### src/rtl/spi_sclk_gen.sv
// SPI serial clock generator: SPPR/SPR divisor, all CPOL/CPHA modes, framed transfers
// with start/busy/done handshake and per-edge sample/shift strobes plus early pre-strobes.
module spi_sclk_gen #(
    parameter int unsigned PRE_W  = 3,
    parameter int unsigned RATE_W = 3,
    parameter int unsigned CNT_W  = 12,
    parameter int unsigned LEN_W  = 5
) (
    input  logic               pclk,
    input  logic               presetn,
    input  logic               en,
    input  logic               start,
    input  logic [LEN_W-1:0]   frame_len,
    input  logic               cpol,
    input  logic               cpha,
    input  logic [PRE_W-1:0]   sppr,
    input  logic [RATE_W-1:0]  spr,
    output logic [CNT_W:0]     baudratedivisor,
    output logic               sclk,
    output logic               busy,
    output logic               done,
    output logic               sample_stb,
    output logic               shift_stb,
    output logic               pre_sample_stb,
    output logic               pre_shift_stb,
    output logic [LEN_W:0]     edge_cnt
);

    typedef enum logic [1:0] {
        IDLE,
        RUN,
        TRAIL
    } state_t;

    state_t              state, state_nxt;
    logic                sclk_nxt, busy_nxt, done_nxt, sample_nxt, shift_nxt;
    logic [CNT_W-1:0]    cnt, cnt_nxt;
    logic [LEN_W:0]      edge_nxt;
    logic                cpol_s, cpol_s_nxt;
    logic                cpha_s, cpha_s_nxt;
    logic [PRE_W-1:0]    sppr_s, sppr_s_nxt;
    logic [RATE_W-1:0]   spr_s, spr_s_nxt;
    logic [LEN_W-1:0]    len_s, len_s_nxt;

    logic [CNT_W:0]      div_base;
    logic [CNT_W-1:0]    half;
    logic [CNT_W-1:0]    half_m1;
    logic                at_edge;
    logic                shift_class;
    logic [LEN_W:0]      edge_inc;
    logic [LEN_W:0]      last_edge;

    // Shift amount widened by one bit so spr at its maximum does not wrap.
    assign div_base        = (CNT_W+1)'(sppr) + (CNT_W+1)'(1);
    assign baudratedivisor = div_base << ({1'b0, spr} + (RATE_W+1)'(1));

    assign half        = (CNT_W'(sppr_s) + CNT_W'(1)) << spr_s;
    assign half_m1     = half - CNT_W'(1);
    assign at_edge     = (cnt == half_m1);
    assign shift_class = edge_cnt[0] ^ cpha_s;
    assign edge_inc    = edge_cnt + (LEN_W+1)'(1);
    assign last_edge   = {len_s, 1'b0};

    assign pre_sample_stb = (state == RUN) && en && at_edge && !shift_class;
    assign pre_shift_stb  = (state == RUN) && en && at_edge &&  shift_class;

    always_comb begin
        state_nxt  = state;
        sclk_nxt   = sclk;
        busy_nxt   = busy;
        done_nxt   = 1'b0;
        sample_nxt = 1'b0;
        shift_nxt  = 1'b0;
        cnt_nxt    = cnt;
        edge_nxt   = edge_cnt;
        cpol_s_nxt = cpol_s;
        cpha_s_nxt = cpha_s;
        sppr_s_nxt = sppr_s;
        spr_s_nxt  = spr_s;
        len_s_nxt  = len_s;

        case (state)
            IDLE: begin
                sclk_nxt = cpol;
                if (start && en && (frame_len != '0)) begin
                    cpol_s_nxt = cpol;
                    cpha_s_nxt = cpha;
                    sppr_s_nxt = sppr;
                    spr_s_nxt  = spr;
                    len_s_nxt  = frame_len;
                    busy_nxt   = 1'b1;
                    cnt_nxt    = '0;
                    edge_nxt   = '0;
                    state_nxt  = RUN;
                end
            end
            RUN: begin
                if (!en) begin
                    state_nxt = IDLE;
                    sclk_nxt  = cpol_s;
                    busy_nxt  = 1'b0;
                    cnt_nxt   = '0;
                    edge_nxt  = '0;
                end else if (at_edge) begin
                    cnt_nxt    = '0;
                    sclk_nxt   = ~sclk;
                    edge_nxt   = edge_inc;
                    shift_nxt  = shift_class;
                    sample_nxt = !shift_class;
                    if (edge_inc == last_edge) begin
                        state_nxt = TRAIL;
                    end
                end else begin
                    cnt_nxt = cnt + CNT_W'(1);
                end
            end
            TRAIL: begin
                if (!en) begin
                    state_nxt = IDLE;
                    sclk_nxt  = cpol_s;
                    busy_nxt  = 1'b0;
                    cnt_nxt   = '0;
                    edge_nxt  = '0;
                end else if (at_edge) begin
                    done_nxt  = 1'b1;
                    busy_nxt  = 1'b0;
                    cnt_nxt   = '0;
                    state_nxt = IDLE;
                end else begin
                    cnt_nxt = cnt + CNT_W'(1);
                end
            end
            default: begin
                state_nxt = IDLE;
            end
        endcase
    end

    always_ff @(posedge pclk or negedge presetn) begin
        if (!presetn) begin
            state      <= IDLE;
            sclk       <= 1'b0;
            busy       <= 1'b0;
            done       <= 1'b0;
            sample_stb <= 1'b0;
            shift_stb  <= 1'b0;
            cnt        <= '0;
            edge_cnt   <= '0;
            cpol_s     <= 1'b0;
            cpha_s     <= 1'b0;
            sppr_s     <= '0;
            spr_s      <= '0;
            len_s      <= '0;
        end else begin
            state      <= state_nxt;
            sclk       <= sclk_nxt;
            busy       <= busy_nxt;
            done       <= done_nxt;
            sample_stb <= sample_nxt;
            shift_stb  <= shift_nxt;
            cnt        <= cnt_nxt;
            edge_cnt   <= edge_nxt;
            cpol_s     <= cpol_s_nxt;
            cpha_s     <= cpha_s_nxt;
            sppr_s     <= sppr_s_nxt;
            spr_s      <= spr_s_nxt;
            len_s      <= len_s_nxt;
        end
    end

endmodule

### config.mk
export PLATFORM = sky130hd
export DESIGN_NAME = spi_sclk_gen
export DESIGN_NICKNAME = d
export VERILOG_FILES = /design/src/rtl/spi_sclk_gen.sv
export SDC_FILE = /design/constraint.sdc
export NUM_CORES = 1
export LEC_CHECK = 0
export CORE_MARGIN = 2
export CORE_UTILIZATION = 45
export DETAILED_ROUTE_END_ITERATION = 10
export HOLD_SLACK_MARGIN = 0.03
export PLACE_DENSITY = 0.72
export SYNTH_ARGS = -nofsm -noshare
export SYNTH_HDL_FRONTEND = slang
export SYNTH_SLANG_ARGS = --single-unit
### constraint.sdc
create_clock -name pclk -period 4.6 [get_ports pclk]
set_input_delay 0.92 -clock pclk [delete_from_list [all_inputs] [get_ports pclk]]
set_output_delay 0.92 -clock pclk [all_outputs]
set_load 0.01 [all_outputs]
==> results of run 1 <==
Yosys cell counts (3+ instances only):
cell,count
nand3b_1,4
a211o_1,4
dfrtp_1,38
inv_1,15
a21o_1,6
nand3_1,29
nand2b_1,8
ha_1,10
a221oi_1,3
a22oi_1,7
a31oi_1,6
nor2b_1,4
a32o_1,4
mux2i_1,6
o311a_1,4
clkbuf_1,20
nor3_1,17
or2_2,4
or3_1,4
o21ai_0,16
nor3b_1,5
buf_4,3
and3_1,9
mux2_2,14
nand2_1,47
o211ai_1,7
o31ai_1,3
nor4_1,5
xnor2_1,14
a21oi_1,16
a211oi_1,4
nand4_1,8
xor2_1,12
nor2_1,32
and2_1,3
layer usage:
metal	up-vias	track usage, %	wire, µm
li1	1687	-	-
met1	1589	30.1	4120
met2	96	35.0	4250
met3	8	2.85	403
met4	0	6.00	108
met5	-	0	0
power groups by stage:
| stage | registers (mW) | clock network [mW] | logic, mW |
|---|---|---|---|
| after floorplan | 0.479 | 0 | 1.11 |
| after global placement | 0.505 | 0 | 1.44 |
| after detailed placement | 0.509 | 0 | 1.44 |
| after CTS | 0.498 | 0.307 | 1.48 |
| after global routing | 0.511 | 0.322 | 1.66 |
| final | 0.498 | 0.297 | 1.49 |
final cells by class:
type	count	area (µm²)	area share (%)
Inverter	17	63.8	1.52
Clock inverter	1	30.0	0.716
Multi-Input combinational cell	355	2410	57.5
Timing Repair Buffer	57	526	12.5
Tap cell	102	128	3.04
Clock buffer	6	82.6	1.97
Sequential cell	38	951	22.7
placed cells by master (no fill, tap or decap), types with 3 or more instances in the layout:
cell	count
nand3b_1	4
clkdlybuf4s50_1	39
nand2b_1	7
o211ai_1	7
o311a_1	4
a211o_1	4
nand3_1	29
and2_1	3
o31ai_1	3
nand2_1	47
nor3b_1	5
nor2b_1	4
a21o_1	6
or2_2	4
buf_4	15
nor2_1	32
mux2_2	14
and3_1	9
clkbuf_8	6
mux2i_1	6
nor4_1	5
nor3_1	17
a32o_1	4
a22oi_1	7
a31oi_1	6
dfrtp_1	38
xnor2_1	14
a221oi_1	3
o21ai_0	16
a211oi_1	4
nand4_1	8
inv_1	15
ha_1	9
xor2_1	12
or3_1	4
a21oi_1	16
sequential cells by signal, summed over array words and instances (netlist names), 2 cells and up:
register and count:
cnt 12, edge_cnt 6, len_s 5, sppr_s 3, spr_s 3, state 2
logic make-up after synthesis:
logic type                 Yosys count
AOI/OAI and AO/OA                  104
xor gates and xnor gates            28
adders and majority gates           10
buffers and inverters               44
DFF                                 38
muxes                               23
and+or+nand+nor                    190
worst max path at each step:
stage,to,cells after the start
3_3_place_gp,pre_shift_stb,11
5_1_grt,pre_shift_stb,11
4_1_cts,pre_shift_stb,11
2_1_floorplan,pre_shift_stb,10
6_report,pre_shift_stb,11
3_5_place_dp,pre_shift_stb,12
per-stage QoR:
step                power [mW]  area [µm²]  worst slack, ns  std cells
floorplan                 1.59        3540            0.676        437
global placement          1.94        4060            0.187        567
detailed placement        1.95        4060           0.0478        567
CTS                       2.28        4190            0.219        576
global route              2.49        4190           0.0385        576
finish                    2.29        4190            0.218        576
timing repair:
item                       4_1_cts  5_1_grt
setup endpoints to repair        2        0
gates resized for setup          5        0
setup buffers                    2        0
==> results.tsv, run 1 <==
stage	metric	value	unit
sta	finalCritPeriodShare	95.3	%
power_and_ir_drop	p_leak	1.77	nW
yosys	ys_seq_area_share	26.8	%
setup_path	cp.required	3.68	ns
power_and_ir_drop	p_int	1.22	mW
clock_tree	cts-root-buf	clkbuf_8	
sta	period_needed	4.38	ns
routing	via_count	3380	
setup_path	reg2reg_depth	11	
finish	syn_to_final_growth	18.3	%
sta	fin_hold_ws	0.532	ns
yosys	synth_xor_area_share	7.34	%
yosys	syn_area_per_cell	8.11	µm²
finish	drive_gt1_share	11.8	%
sta	setup_violations	0	
hold_path	hold_path_class	reg2reg	
clock_tree	clock_sinks	38	
routing	ant_nets	0	
sta	slew_headroom	40.2	%
die	initial_core_util	46.1	%
run	drv_cap	0	
setup_path	cp_top_family	simple AND/OR/NAND/NOR gates	
die	die_h	92.8	µm
power_and_ir_drop	power.net_switching	1.07	mW
sta	skew	0.00870	ns
placement	dp_hpwl	6.58	mm
setup_path	critPathSlowestCell	or4_4	
sta	worst_slew_pin_slew	0.896	ns
clock_tree	clkTransAtPathRegs	0.08	ns
setup_path	worst_setup_path_start_kind	register	
global_routing	grt_max_degree	39	
clock_tree	worst_skew_pair.late_latency	0.30	ns
placement	io_buffers	42	
hold_path	holdPathEnd	cpha_s$_DFFE_PN0P_	
power_and_ir_drop	swShare	46.7	%
yosys	synth_seq_cells	38	
yosys	synth_compound_area_share	21.1	%
setup_path	rr_startpoint	sppr_s[0]$_DFFE_PN0P_	
setup_path	critPathLaunch	sppr_s[0]$_DFFE_PN0P_	
hold_path	whs_path_depth	1	
setup_path	worstPathBufferInverterCount	1	
outcome	status	completed	
yosys	synth_nets	464	
finish	fin_nets	501	
power_and_ir_drop	p_comb_share	65.2	%
routing	routed_wirelength	8.88	mm
routing	dr.pass1.iters	4	
yosys	yosys.area.top_type	dfrtp_1	
die	dieArea	8600	µm²
power_and_ir_drop	seqPwrFrac	21.8	%
yosys	synth-async-reset-ratio	100	%
yosys	yosysTopAreaCellShare	26.8	%
sta	rsz0062_at_grt	no	
yosys	synth_area_leaders	dfrtp_1, nand2_1, mux2_2	
power_and_ir_drop	pwr-share-clk	13.0	%
setup_path	slowest_delay	0.51	ns
yosys	synth_flop_cell	dfrtp_1	
global_routing	gr-usage-all-layers	21.5	%
sta	setup_tns	0	ns
setup_path	crit_path_end_kind	primary output	
global_routing	antenna_found_initial	0	
die	io_pins	43	
setup_path	cp.arrival	3.46	ns
clock_tree	ctsHtreeMaxLevel	2	
power_and_ir_drop	ir_drop	0.207	mV
die	core_area	7690	µm²
routing	via_per_inst	5.87	
clock_tree	ctsHoldBuffers	0	
yosys	synth-edff-count	0	
finish	fillCellCount	721	
placement	routabilityCongestion	0.931	
global_routing	grt_pass1_vias	3154	
clock_tree	cts_tree	done	
yosys	synthMuxAreaShare	8.05	%
setup_path	worstPathCellList	ha_2 -> nor2b_1 -> a211oi_1 -> o31ai_2 -> nand2_1 -> or4_4 -> a21oi_1 -> nand4_1 -> or2_4 -> nor3b_1 -> dlygate4sd2_1	
power_and_ir_drop	power_density	545	nW/µm²
yosys	syn_inst	437	
setup_path	regToRegSetupSlack	1.04	ns
global_routing	overflow	0	
sta	final_hold_viol_count	0	
clock_tree	cts_made_buffers	5	
routing	drc	0	
global_routing	grt_first_pass_wirelength	15.2	mm
sta	timing_max_transition_violations_final	0	
yosys	synthSimpleGateAreaFrac	27.7	%
routing	drtIter0Drc	141	
setup_path	rr_endpoint	state[0]$_DFFE_PN0P_	
yosys	synth_top_family_by_area	simple AND/OR/NAND/NOR gates	
finish	n_antenna_cell	0	
finish	final_core_util	54.5	%
yosys	synth_cell_types	71	
die	num_rows	32	
die	die_x	92.8	µm
hold_path	worstHoldStart	cpha_s$_DFFE_PN0P_	
sta	max_freq	228	MHz
yosys	syn-cell-area	3540	µm²
yosys	synthAdderAreaFrac	3.53	%
setup_path	crit_type	reg2out	
routing	wl_per_cell	15.4	µm
yosys	synth_warnings	0	
clock_tree	cts_max_path_buffers	2	
setup_path	critPathMaxFanout	8	
Note: power is estimated with default switching activity, not from simulation.
==> run 2, diff against run 1 <==
Settings changed: HOLD_SLACK_MARGIN 0.03 to unset, SKIP_LAST_GASP set to 1.
==> results of run 2 <==
The final DEF is identical to that of run 1; final timing and power are the same.
